--- src/rtl/rmgmt_mem_responder.sv ---
// rmgmt_mem_responder: arbitrates RISC-MGMT extension and pipeline word transfers onto the generic data bus
module rmgmt_mem_responder #(
  parameter int STARVE_LIMIT = 4
) (
  input  logic        CLK,
  input  logic        RST,
  input  logic        rm_req_mem,
  input  logic        rm_ren,
  input  logic        rm_wen,
  input  logic [31:0] rm_addr,
  input  logic [31:0] rm_store,
  output logic [31:0] rm_load,
  output logic        rm_busy,
  output logic        rm_misaligned,
  input  logic        core_ren,
  input  logic        core_wen,
  input  logic [31:0] core_addr,
  input  logic [31:0] core_wdata,
  input  logic [3:0]  core_byte_en,
  output logic [31:0] core_rdata,
  output logic        core_busy,
  output logic [31:0] bus_addr,
  output logic [31:0] bus_wdata,
  output logic        bus_ren,
  output logic        bus_wen,
  output logic [3:0]  bus_byte_en,
  input  logic [31:0] bus_rdata,
  input  logic        bus_busy
);
  typedef enum logic [1:0] {IDLE, CORE_XFER, RM_XFER} state_t;
  state_t      state_q, state_d;
  logic [2:0]  starve_q, starve_d;
  logic [31:0] addr_q, addr_d, wdata_q, wdata_d;
  logic [31:0] rm_load_q, rm_load_d, core_load_q, core_load_d;
  logic [3:0]  be_q, be_d;
  logic        wr_q, wr_d;
  logic        rm_req, core_req, misaligned, rm_ok, done, rm_rd_done, core_rd_done;
  // request decode, alignment check and completion detection
  always_comb begin
    rm_req       = rm_req_mem & (rm_ren | rm_wen);
    core_req     = core_ren | core_wen;
    misaligned   = (state_q == IDLE) & rm_req & (rm_addr[1:0] != 2'b00);
    rm_ok        = rm_req & ~misaligned & (starve_q < 3'(STARVE_LIMIT));
    done         = (state_q != IDLE) & ~bus_busy;
    rm_rd_done   = (state_q == RM_XFER) & done & ~wr_q;
    core_rd_done = (state_q == CORE_XFER) & done & ~wr_q;
  end
  // state, latched transfer and load registers; reset discards any transfer in flight
  always_ff @(posedge CLK or posedge RST) begin
    if (RST) begin
      state_q     <= IDLE;
      starve_q    <= 3'd0;
      addr_q      <= 32'd0;
      wdata_q     <= 32'd0;
      be_q        <= 4'd0;
      wr_q        <= 1'b0;
      rm_load_q   <= 32'd0;
      core_load_q <= 32'd0;
    end else begin
      state_q     <= state_d;
      starve_q    <= starve_d;
      addr_q      <= addr_d;
      wdata_q     <= wdata_d;
      be_q        <= be_d;
      wr_q        <= wr_d;
      rm_load_q   <= rm_load_d;
      core_load_q <= core_load_d;
    end
  end
  // arbitration in IDLE (extension first unless the pipeline has waited too long), return to IDLE on completion
  always_comb begin
    state_d     = state_q;
    starve_d    = starve_q;
    addr_d      = addr_q;
    wdata_d     = wdata_q;
    be_d        = be_q;
    wr_d        = wr_q;
    rm_load_d   = rm_rd_done ? bus_rdata : rm_load_q;
    core_load_d = core_rd_done ? bus_rdata : core_load_q;
    if (state_q == IDLE) begin
      if (rm_ok) begin
        state_d  = RM_XFER;
        addr_d   = rm_addr;
        wdata_d  = rm_store;
        be_d     = 4'hF;
        wr_d     = rm_wen;
        starve_d = (core_req && starve_q != 3'd7) ? starve_q + 3'd1 : starve_q;
      end else if (core_req) begin
        state_d  = CORE_XFER;
        addr_d   = core_addr;
        wdata_d  = core_wdata;
        be_d     = core_byte_en;
        wr_d     = core_wen;
        starve_d = 3'd0;
      end
    end else if (done) begin
      state_d = IDLE;
    end
  end
  // bus drive from latched transfer, busy flags and read-data bypass in the completion cycle
  always_comb begin
    bus_ren       = (state_q != IDLE) & ~wr_q;
    bus_wen       = (state_q != IDLE) & wr_q;
    bus_addr      = addr_q;
    bus_wdata     = wdata_q;
    bus_byte_en   = be_q;
    rm_misaligned = misaligned;
    rm_busy       = rm_req & ~misaligned & ~((state_q == RM_XFER) & done);
    core_busy     = core_req & ~((state_q == CORE_XFER) & done);
    rm_load       = rm_rd_done ? bus_rdata : rm_load_q;
    core_rdata    = core_rd_done ? bus_rdata : core_load_q;
  end
endmodule

--- config.mk ---
export PLATFORM = sky130hd
export DESIGN_NAME = rmgmt_mem_responder
export DESIGN_NICKNAME = d
export VERILOG_FILES = /design/src/rtl/rmgmt_mem_responder.sv
export SDC_FILE = /design/constraint.sdc
export NUM_CORES = 1
export LEC_CHECK = 0
export BUFFER_PORTS_ARGS = -buffer_cell sky130_fd_sc_hd__buf_2
export CORE_MARGIN = 1.5
export CORE_UTILIZATION = 41
export CTS_CLUSTER_DIAMETER = 200
export DETAILED_ROUTE_END_ITERATION = 8
export GPL_ROUTABILITY_DRIVEN = 0
export PLACE_DENSITY = 0.83
export SLEW_MARGIN = 25
export SYNTH_ARGS = -nofsm -noshare
export SYNTH_HDL_FRONTEND = slang
export SYNTH_SLANG_ARGS = --single-unit
--- constraint.sdc ---
create_clock -name CLK -period 3.86 [get_ports CLK]
set_clock_uncertainty 0.05 [all_clocks]
set_input_delay 0.193 -clock CLK [delete_from_list [all_inputs] [get_ports CLK]]
set_output_delay 0.193 -clock CLK [all_outputs]
set_load 0.005 [all_outputs]
Yosys cells after proc, flatten, opt, wreduce, memory -nomap -nowiden. Index checks and enable logic that the tools add are counted.

Muxes and demuxes: 17. Divide/modulo/power cells: 0. Eq/ne operators: 5. Bitwise operators: 21. Shift-type cells: 0. Multipliers: 0. Reductions and logical operators: 9. Magnitude comparators: 1. Add/subtract/negate cells: 1.

Operators with widths (number): $mux W32 (6); $and A1 B1 Y1 (14); $mux W3 (3); $mux W2 (4); $mux W4 (2); $reduce_bool A2 Y1 (4); $ne A3 B3 Y1 const B (2); $not A1 Y1 (5); $reduce_and A2 Y1 (2); $add A3 B1 Y3 const B (1); $lt A3 B3 Y1 const B (1); $reduce_and A3 Y1 (1); $eq A2 B1 Y1 const B (1); $eq A2 B2 Y1 const B (1); $logic_not A2 Y1 (1); $mux W1 (2); $ne A2 B1 Y1 const B (1); $or A1 B1 Y1 (2); $logic_and A1 B1 Y1 (1).

Memories kept: 0. Bits in read-only memories: 0. RAM bits: 0. Output and inout bits: 137. Bits in latches: 0. Register bits: 138.

Longest topological paths before layout. Gate-level depths: netlist of the first run.

Depth after elaboration: 9. Gate-level depth with buffers: 7. Gate-level depth less buffers: 4.

Worst setup path after synthesis of the first run. No wires, ideal clock.

Kind: register to output. From: register state_q[1]. To: output core_rdata[10]. Stages on the path, launching flop included: 6. Buffers on the path: 2. Path slack: 2.087 ns. Data required time: 3.617 ns. Data arrival time: 1.530 ns. Cell sequence: dfrtp_1 nor3b_1 nor2b_1 clkbuf_1 buf_2 mux2_2.

Longest elaborated chain between the ends: 5. Elaborated cells between the ends (all ways): 6. Classes of those cells: 1 x eq/ne; 1 x mux; 3 x bitwise; 1 x reduce/logical.

RTL lines: from (decl) (RTL line 31) `state_t state_q, state_d;`; from (signal assigned) (RTL line 60) `state_q <= state_d;`; $reduce_bool A2 Y1 (RTL line 44) `done = (state_q != IDLE) & ~bus_busy;`; $and A1 B1 Y1 (RTL line 44); $and A1 B1 Y1 (*) (2 in series) (RTL line 46) `core_rd_done = (state_q == CORE_XFER) & done & ~wr_q;`; $mux W32 (*) (RTL line 111) `core_rdata = core_rd_done ? bus_rdata : core_load_q;`; to (decl) (RTL line 20) `output logic [31:0] core_rdata,`.

Mark *: on every way between the ends. The rest lies on a longest branch, timed or not.

Final worst setup path of the first run.
From: register state_q[1]. To: output core_rdata[28].

The elaborated chain is that of the path after synthesis.

==> metrics.md, run 1 <==
| Metric | Value |
|---|---|
| RSZ-0062 raised after global routing | no |
| Die X | 125 um |
| Setup crit end kind | primary output |
| Vias in the first global route | 5880 |
| Kind of critical path | reg -> out |
| Startpoint Class | flop |
| Critical path arrival | 2.30 ns |
| Outcome | complete, no violations |
| Maxcap violations | 0 |
| Setup Fix Bufs, Post-CTS | 0 |
| HPWL Detailed | 12.7 mm |
| Number of synthesis warnings | 0 |
| Mean Syn Cell Area | 11.0 um^2 |
| CTS tree | yes |
| FMAX | 0.394 GHz |
| Largest net degree at the start of global routing | 66 |
| GR Util All Layers | 24.8% |
| Worst-Margin Slew | 0.818 ns |
| Row cnt | 44 |
| Req. time, crit path | 3.62 ns |
| Die area | 15600 um^2 |
| Leakage | 4.05 nW |
| Final setup violation count | 0 |
| Via count | 5761 |
| Drt first-iter violations | 322 |
| Crit path max fanout | 32 |
| Post-layout min period | 2.54 ns |
| Pwr per Cell Area | 772 nW/um^2 |
| CTS buffer count | 17 |
| Initial antenna violation count | 1 |
| Power, Total | 6.67 mW |
| Starting Density | 42.0% |
| Layout cell share with drive strength beyond 1 | 49.5% |
| Port bufs | 308 |
| FF+latch count, synth | 138 |
| Clock Latency Late Sink | 0.40 ns |
| Clock transition at the registers of the reported paths | 0.06 ns |
| Worst hold path type | in -> reg |
| Mapped Area | 6070 um^2 |
| Root buffer cell | clkbuf_16 |
| CTS Hold Bufs | 32 |
| Clock Path Buffers | 2 |
| # fillers | 1185 |
| DRT antenna net count | 0 |
| Pre-Repair DR Iteration Count | 5 |
| Register area share after synthesis | 56.8% |
| Worst slew margin | 45.2% |
| Number of H-tree levels | 4 |
| Grt total ovfl | 0 |
| P&R area growth vs syn | 42.1% |
| Period utilization | 65.8% |
| Syn Nets | 728 |
| Die H | 125 um |
| Drt wl/cell | 18.0 um |
| DRC viols | 0 |
| Clk sinks | 138 |
| Post-layout nets | 1050 |
| Cts repair resizes | 0 |
| Final Hold Viols | 0 |
| Ports | 309 |
| Dpl cells | 1008 |
| VDD IR max | 347 uV |
| Synthesized instance count | 554 |
| Post-synthesis cell type count | 33 |
| Final Instance Count excl. Fillers | 1074 |
| DR vias/cell | 5.36 |
| First-pass GRT wire length | 30.4 mm |
| Pins Over Slew Limit | 0 |
| Total negative slack | 0 ns |
| WL final | 19.4 mm |
| Core Box Area | 14500 um^2 |
[synth_stat cells]
library cell,number,share of area [%]
o32a_1,3,0.49
nor2b_1,1,0.10
or2_2,1,0.10
or2_0,1,0.10
buf_4,5,0.62
nor4_4,1,0.35
dfrtp_1,138,57
or2_1,1,0.10
or3_1,2,0.21
o21ai_1,2,0.16
o22ai_1,1,0.10
inv_1,3,0.19
buf_1,4,0.25
nand2_1,6,0.37
a211o_1,1,0.14
nand3b_1,1,0.12
mux2i_1,1,0.16
a21o_1,1,0.12
clkbuf_1,16,0.99
ha_1,2,0.41
a211oi_1,1,0.12
nor3_1,238,20
mux2_2,64,12
and2_1,1,0.10
buf_2,26,2.1
nor3b_1,1,0.12
nor4b_2,1,0.25
nor4b_1,1,0.14
o31ai_1,1,0.12
nor3_2,15,2.5
a21oi_1,4,0.33
a211oi_2,1,0.21
nor2_1,9,0.56
[metrics by stage]
step	setup slack, ns	hold WS, ns	util (%)	instance area (um^2)
5_1_grt	1.21	0.0106	59.6	8630
4_1_cts	1.32	0.00392	59.5	8620
3_5_place_dp	1.44	0.300	53.6	7760
2_1_floorplan	1.90	0.264	-	6080
6_report	1.32	0.0225	59.6	8630
3_3_place_gp	1.49	0.291	53.6	7760
[placed cells by master (no fill, tap or decap), drive strengths merged, types with 6 or more instances in the layout]
cell type,instances
buf,321
nor3,253
dfrtp,138
mux2,64
dlygate4sd3,33
clkbuf,19
nor2,9
clkinv,7
nand2,6
inv,6
[cells by family after synthesis]
family                     after synthesis  share of synthesized area [%]
muxes                                   65                           12.0
adders and majority gates                2                          0.412
and+or+nand+nor                        280                           24.7
DFF                                    138                           56.8
buffers and inverters                   54                           4.18
AOI/OAI and AO/OA                       15                           1.81
[report_power, final]
part	leakage (nW)	switching, mW	total [mW]	internal, mW
Combinational	2.16	1.47	2.72	1.25
Clock	0.264	0.629	1.47	0.842
Sequential	1.63	0.327	2.48	2.15
Total	4.05	2.43	6.67	4.24
[sequential cells by signal, indices dropped and copies added (netlist names)]
signal / flops
bus_addr: 32
bus_wdata: 32
core_load_q: 32
rm_load_q: 32
bus_byte_en: 4
starve_q: 3
state_q: 2
wr_q: 1
[path summary, 6_finish.rpt]
path / startpoint / to / slack (ns) / cells after the start
worst max-delay path: state_q[1]$_DFFE_PP0P_ / core_rdata[28] / 1.32 / 5
worst min-delay path: bus_rdata[24] / rm_load_q[24]$_DFF_PP0_ / 0.02 / 2
worst max register to register: state_q[0]$_DFFE_PP0P_ / bus_wdata[9]$_DFFE_PP0P_ / 1.44 / 5
worst min register to register: core_load_q[4]$_DFF_PP0_ / core_load_q[4]$_DFF_PP0_ / 0.44 / 1
max in group asynchronous: RST / bus_wdata[24]$_DFFE_PP0P_ / 2.37 / 4
min in group asynchronous: RST / rm_load_q[15]$_DFF_PP0_ / 0.43 / 3
[metal layers]
metal / up-vias / global-route usage [%] / share of wire, %
li1: 2649 / - / -
met1: 2768 / 28.7 / 40
met2: 313 / 42.9 / 50
met3: 31 / 7.65 / 8.0
met4: 0 / 9.53 / 2.2
met5: - / 0 / 0
[final cells by class]
class,instances,area (um^2),area share [%]
Antenna cell,2,5.00,0.0580
Clock buffer,19,443,5.13
Clock inverter,12,92.6,1.07
Inverter,3,15.0,0.174
Multi-Input combinational cell,362,2410,28.0
Sequential cell,138,3450,40.0
Tap cell,184,230,2.67
Timing Repair Buffer,354,1980,23.0
[worst max-delay path, stage by stage (launching register included)]
cell and delay, ns:
dfrtp_1 0.44, nor3b_1 0.30, nor2b_2 0.19, buf_4 0.39
mux2_2 0.42, buf_2 0.14
(Power assumes the default switching activity.)
==> run 2, diff against run 1 <==
- CORE_UTILIZATION: 41 -> 43
- clock period: 3.86 -> 2.6 ns (I/O delays scaled with it)
==> metrics.md, run 2 (synthesis results as in run 1) <==
| Metric | Value |
|---|---|
| Outcome | complete, no violations (unchanged) |
| Row cnt | 43 (was 44) |
| Root buffer cell | clkbuf_16 (unchanged) |
| Startpoint Class | flop (unchanged) |
| First-pass GRT wire length | 32.8 mm (was 30.4 mm) |
| Crit path max fanout | 30 (was 32) |
| Clock Path Buffers | 2 (unchanged) |
| Setup Fix Bufs, Post-CTS | 0 (unchanged) |
| Number of H-tree levels | 4 (unchanged) |
| Leakage | 4.44 nW (was 4.05 nW) |
| Critical Path, Cell by Cell | or2_2, nor4_4, buf_6, nor3_1, nor3_1, dlygate4sd3_1 (was nor3b_1, nor2b_2, buf_4, mux2_2, buf_2) |
| Worst-Margin Slew | 0.471 ns (was 0.818 ns) |
| CTS buffer count | 17 (unchanged) |
| Final Hold Viols | 0 (unchanged) |
| Comb pwr share | 43.3% (was 40.8%) |
| Reg2reg path depth | 6 (was 5) |
| Clock transition at the registers of the reported paths | 0.06 ns (about the same) |
| HPWL Detailed | 12.4 mm (was 12.7 mm) |
| Setup crit end kind | flop (was primary output) |
| Switching share of power | 35.3% (was 36.4%) |
| DR vias/cell | 5.48 (was 5.36) |
| Worst Hold Depth | 3 (was 2) |
| Slowest cell on crit path | dlygate4sd3_1 (was dfrtp_1) |
| Req. time, crit path | 2.89 ns (was 3.62 ns) |
| Sw Pwr | 3.77 mW (was 2.43 mW) |
| DRC viols | 0 (unchanged) |
| Pre-Repair DR Iteration Count | 5 (unchanged) |
| P&R area growth vs syn | 58.3% (was 42.1%) |
| Maxcap violations | 0 (unchanged) |
| FMAX | 0.400 GHz |
| Leading cell types in the layout, fill and taps excluded | buf_2, nor3_1, dfrtp_1, dlygate4sd3_1, mux2_2 (was buf_2, nor3_1, dfrtp_1, mux2_2, dlygate4sd3_1) |
| WL final | 21.4 mm (was 19.4 mm) |
| Critical path arrival | 2.79 ns (was 2.30 ns) |
| Pwr per Cell Area | 1110 nW/um^2 (was 772 nW/um^2) |
| Drt first-iter violations | 475 (was 322) |
| CTS tree | yes (unchanged) |
| Port bufs | 308 (unchanged) |
| Layout cell share with drive strength beyond 1 | 45.5% (was 49.5%) |
| RSZ-0062 raised after global routing | no (unchanged) |
| Post-layout nets | 1139 (was 1050) |
| CP max stage delay | 0.57 ns (was 0.44 ns) |
| Clock Power Share | 22.4% (was 22.1%) |
| Final setup violation count | 0 (unchanged) |
| Setup WS post-layout | 0.101 ns (was 1.32 ns) |
| Total negative slack | 0 ns (unchanged) |
| Most common cell on crit path | nor3_1 |
| Die area | 14800 um^2 (was 15600 um^2) |
| Drt wl/cell | 18.5 um (was 18.0 um) |
| Crit path max-delay family | simple AND/OR/NAND/NOR gates (was buffers and inverters) |
| Starting Density | 43.9% (was 42.0%) |
| Int Power | 6.92 mW (was 4.24 mW) |
| Power, Total | 10.7 mW (was 6.67 mW) |
| Commonest non-fill, non-tap cell in the layout | buf_2 (unchanged) |
| Die X | 122 um (was 125 um) |
| Largest net degree at the start of global routing | 89 (was 66) |
| Ports | 309 (unchanged) |
| Initial antenna violation count | 1 (unchanged) |
| Post-layout min period | 2.50 ns |
| Vias in the first global route | 6465 (was 5880) |
| GR Util All Layers | 28.4% (was 24.8%) |
| Die H | 122 um (was 125 um) |
| Clk sinks | 138 (unchanged) |
| Pre-CTS WS | 0.561 ns (was 1.44 ns) |
| Sequential power share | 34.4% (was 37.1%) |
| DRT antenna net count | 0 (unchanged) |
| Crit path buffers/inverters | 2 (unchanged) |
| Levels on crit path | 6 (was 5) |
| Clock Latency Late Sink | 0.40 ns (about the same) |
| Via count | 6347 (was 5761) |
| VDD IR max | 546 uV (was 347 uV) |
| Final core area utilization | 69.6% (was 59.6%) |
| Period utilization | 96.1% |
| Core Box Area | 13800 um^2 (was 14500 um^2) |
| Kind of critical path | reg -> reg (was reg -> out) |
| Worst hold path type | in -> reg (unchanged) |
| Worst slew margin | 68.6% (was 45.2%) |
| Pins Over Slew Limit | 0 (unchanged) |
| Grt total ovfl | 0 (unchanged) |
[run 2: per-layer routing]
layer	global-route usage (%)	up-vias	wire length, um
li1	-	2825	-
met1	32.2	3036	7790
met2	47.6	410	10700
met3	8.71	76	2000
met4	15.9	0	915
met5	0	-	0
[run 2: power groups by stage]
stage          sequential (mW)  clock (mW)  combinational, mW
2_1_floorplan             3.63           0               2.18
3_3_place_gp              3.60           0               3.87
3_5_place_dp              3.66           0               3.98
4_1_cts                   3.64        2.43               4.44
5_1_grt                   3.77        2.53               5.01
6_report                  3.67        2.39               4.62
[run 2: layout make-up]
type,instances,area [um^2]
multi-input cells,362,2410
clock buffers,20,447
repair buffers,443,2930
inverters,3,15.0
fillers,969,4210
well taps,180,225
clock inverters,12,139
diodes,1,2.50
flip-flops and latches,138,3450
[run 2: worst paths after layout]
| path | from | endpoint | slack, ns |
|---|---|---|---|
| worst max-delay path | state_q[0]$_DFFE_PP0P_ | bus_addr[14]$_DFFE_PP0P_ | 0.10 |
| worst min-delay path | core_wdata[7] | bus_wdata[7]$_DFFE_PP0P_ | 0.02 |
| worst max register to register | state_q[0]$_DFFE_PP0P_ | bus_addr[14]$_DFFE_PP0P_ | 0.10 |
| worst min register to register | starve_q[0]$_DFFE_PP0P_ | starve_q[0]$_DFFE_PP0P_ | 0.43 |
| max in group asynchronous | RST | bus_wdata[2]$_DFFE_PP0P_ | 1.72 |
| min in group asynchronous | RST | bus_byte_en[3]$_DFFE_PP0P_ | 0.35 |
[run 2: worst min-delay path, stage by stage]
cell and delay, ns:
buf_2 0.08, nor3_1 0.04, nor3_1 0.16
[run 2: repair_timing]
item	CTS	global route
endpoints found under the hold margin	258	1
gates resized for setup	0	3
hold buffers	117	1
setup endpoints to repair	0	17
[run 2: through the flow]
stage,instance area [um^2],instances,hold WS (ns)
finish,9620,1159,0.0187
detailed placement,7810,1007,0.208
floorplan,6080,554,0.201
CTS,9570,1156,0.000789
global route,9620,1159,0.0177
global placement,7810,1007,0.211
==> run 3, diff against run 2 <==
- BUFFER_PORTS_ARGS: -buffer_cell sky130_fd_sc_hd__buf_2 -> -buffer_cell sky130_fd_sc_hd__buf_4
- clock period: 2.6 -> 2.71 ns (I/O delays scaled with it)
==> metrics.md, run 3 (synthesis results as in run 1) <==
| Metric | Value |
|---|---|
| Clock Latency Late Sink | 0.41 ns (was 0.40 ns) |
| HPWL Detailed | 12.7 mm (was 12.4 mm) |
| Ant. Diodes | 0 (was 1) |
| GR Util All Layers | 30.5% (was 28.4%) |
| Pwr per Cell Area | 1060 nW/um^2 (was 1110 nW/um^2) |
| Dpl cells | 1005 (was 1007) |
| FMAX | 0.392 GHz (was 0.400 GHz) |
| Ports | 309 (unchanged) |
| Area of the multi-input gates | 2410 um^2 (unchanged) |
| Req. time, crit path | 3.01 ns (was 2.89 ns) |
| WL final | 22.5 mm (was 21.4 mm) |
| Most common cell on crit path | nor3_1 (unchanged) |
| CTS tree | yes (unchanged) |
| Die X | 122 um (unchanged) |
| Setup WS post-layout | 0.161 ns (was 0.101 ns) |
| Row cnt | 43 (unchanged) |
| Number of H-tree levels | 4 (unchanged) |
| Worst hold path type | in -> reg (unchanged) |
| Root buffer cell | clkbuf_16 (unchanged) |
| Final Hold Viols | 0 (unchanged) |
| Setup Fix Bufs, Post-CTS | 0 (unchanged) |
| CP max stage delay | 0.62 ns (was 0.57 ns) |
| Worst slew margin | 38.4% (was 68.6%) |
| Outcome | complete, no violations (unchanged) |
| Leakage | 4.71 nW (was 4.44 nW) |
| Leading cell types in the layout, fill and taps excluded | buf_4, nor3_1, dfrtp_1, dlygate4sd3_1, mux2_2 (was buf_2, nor3_1, dfrtp_1, dlygate4sd3_1, mux2_2) |
| Commonest non-fill, non-tap cell in the layout | buf_4 (was buf_2) |
| Maxcap violations | 0 (unchanged) |
| Met3 WL | 2.02 mm (was 2.00 mm) |
| Die H | 122 um (unchanged) |
| Startpoint Class | flop (unchanged) |
| Starting Density | 43.9% (unchanged) |
| Total negative slack | 0 ns (unchanged) |
| Port bufs | 308 (unchanged) |
| Drt wl/cell | 19.3 um (was 18.5 um) |
| Final setup violation count | 0 (unchanged) |
| Clk sinks | 138 (unchanged) |
| Final Instance Count excl. Fillers | 1165 (was 1159) |
| Power, Total | 11.1 mW (was 10.7 mW) |
| Clock Path Buffers | 2 (unchanged) |
| P&R area growth vs syn | 71.8% (was 58.3%) |
| DRC viols | 0 (unchanged) |
| Reg area | 3450 um^2 (unchanged) |
| First-pass GRT wire length | 34.7 mm (was 32.8 mm) |
| Period utilization | 94.0% (was 96.1%) |
| DRT antenna net count | 0 (unchanged) |
| DR vias/cell | 5.44 (was 5.48) |
| Critical path arrival | 2.85 ns (was 2.79 ns) |
| VDD IR max | 501 uV (was 546 uV) |
| Pins Over Slew Limit | 0 (unchanged) |
| Crit path max fanout | 38 (was 30) |
| Die area | 14800 um^2 (unchanged) |
| Uppermost routed layer | met4 (unchanged) |
| Post-layout nets | 1147 (was 1139) |
| Post-layout min period | 2.55 ns (was 2.50 ns) |
| Critical Path, Cell by Cell | or2_2, nor4_4, buf_6, nor3_1, nor3_1, dlygate4sd3_1 (unchanged) |
| Grt total ovfl | 0 (unchanged) |
| CTS buffer count | 17 (unchanged) |
| Kind of critical path | reg -> reg (unchanged) |
| Initial antenna violation count | 0 (was 1) |
| Largest net degree at the start of global routing | 65 (was 89) |
| Final core area utilization | 75.5% (was 69.6%) |
| Clock transition at the registers of the reported paths | 0.06 ns (about the same) |
| Met1 wire length | 8.31 mm (was 7.79 mm) |
| Via count | 6334 (was 6347) |
| Slowest cell on crit path | dlygate4sd3_1 (unchanged) |
| Layout cell share with drive strength beyond 1 | 44.9% (was 45.5%) |
| Pre-CTS WS | 0.677 ns (was 0.561 ns) |
| Setup crit end kind | flop (unchanged) |
| Core Box Area | 13800 um^2 (unchanged) |
| Met2 routed WL | 11.2 mm (was 10.7 mm) |
| Drt first-iter violations | 350 (was 475) |
| Vias in the first global route | 6542 (was 6465) |
| Pre-Repair DR Iteration Count | 5 (unchanged) |
| # fillers | 848 (was 969) |
| RSZ-0062 raised after global routing | no (unchanged) |
| Worst-Margin Slew | 0.920 ns (was 0.471 ns) |
run 3: cell types whose count changed in the layout (fill, tap and decap cells not counted), sizes merged:
cell,previous run,this run
clkinv,4,6
clkbuf,20,18
dlygate4sd3,118,129
clkinvlp,4,3
buf,325,322
diode,1,0
run 3: stage by stage:
step	cell area, um^2	hold WS (ns)
CTS	10400	0.000345
global placement	8570	0.219
floorplan	6080	0.206
global route	10400	0.0131
detailed placement	8570	0.231
finish	10400	0.00722
run 3: per-layer routing:
metal / up-vias / GRT usage (%)
li1: 2845 / -
met3: 79 / 8.94
met2: 349 / 52.0
met4: 0 / 14.9
met5: - / 0
met1: 3061 / 35.0
run 3: area by class of cell:
cell class | count | area share, %
Timing Repair Buffer | 451 | 36.0
Sequential cell | 138 | 33.1
Multi-Input combinational cell | 362 | 23.1
Clock buffer | 18 | 4.11
Tap cell | 180 | 2.16
Clock inverter | 13 | 1.39
Inverter | 3 | 0.144
run 3: power breakdown:
group	total (mW)	internal, mW	leakage, nW	switching, mW
clock	2.29	1.36	0.278	0.933
sequential	3.56	3.06	1.63	0.498
combinational	5.21	2.87	2.80	2.34
run 3: critical path: cells and delay by family (launching register included):
| family | cells | cell delay, ns |
|---|---|---|
| buffers and inverters | 2 | 0.94 |
| flip-flops | 1 | 0.45 |
| AND/OR/NAND/NOR | 4 | 1.02 |
run 3: path summary, 6_finish.rpt:
path | start | endpoint | slack [ns] | cells past startpoint
worst max-delay path | state_q[0]$_DFFE_PP0P_ | bus_wdata[0]$_DFFE_PP0P_ | 0.16 | 6
worst min-delay path | core_wdata[8] | bus_wdata[8]$_DFFE_PP0P_ | 0.007 | 3
worst max register to register | state_q[0]$_DFFE_PP0P_ | bus_wdata[0]$_DFFE_PP0P_ | 0.16 | 6
worst min register to register | rm_load_q[6]$_DFF_PP0_ | rm_load_q[6]$_DFF_PP0_ | 0.44 | 1
max in group asynchronous | RST | bus_wdata[31]$_DFFE_PP0P_ | 1.52 | 4
min in group asynchronous | RST | rm_load_q[10]$_DFF_PP0_ | 0.34 | 3
run 3: what timing repair did:
action | 4_1_cts | 5_1_grt
hold buffers | 129 | 0
hold endpoints to repair | 147 | 0
setup endpoints to repair | 0 | 17
resized for setup | 0 | 2
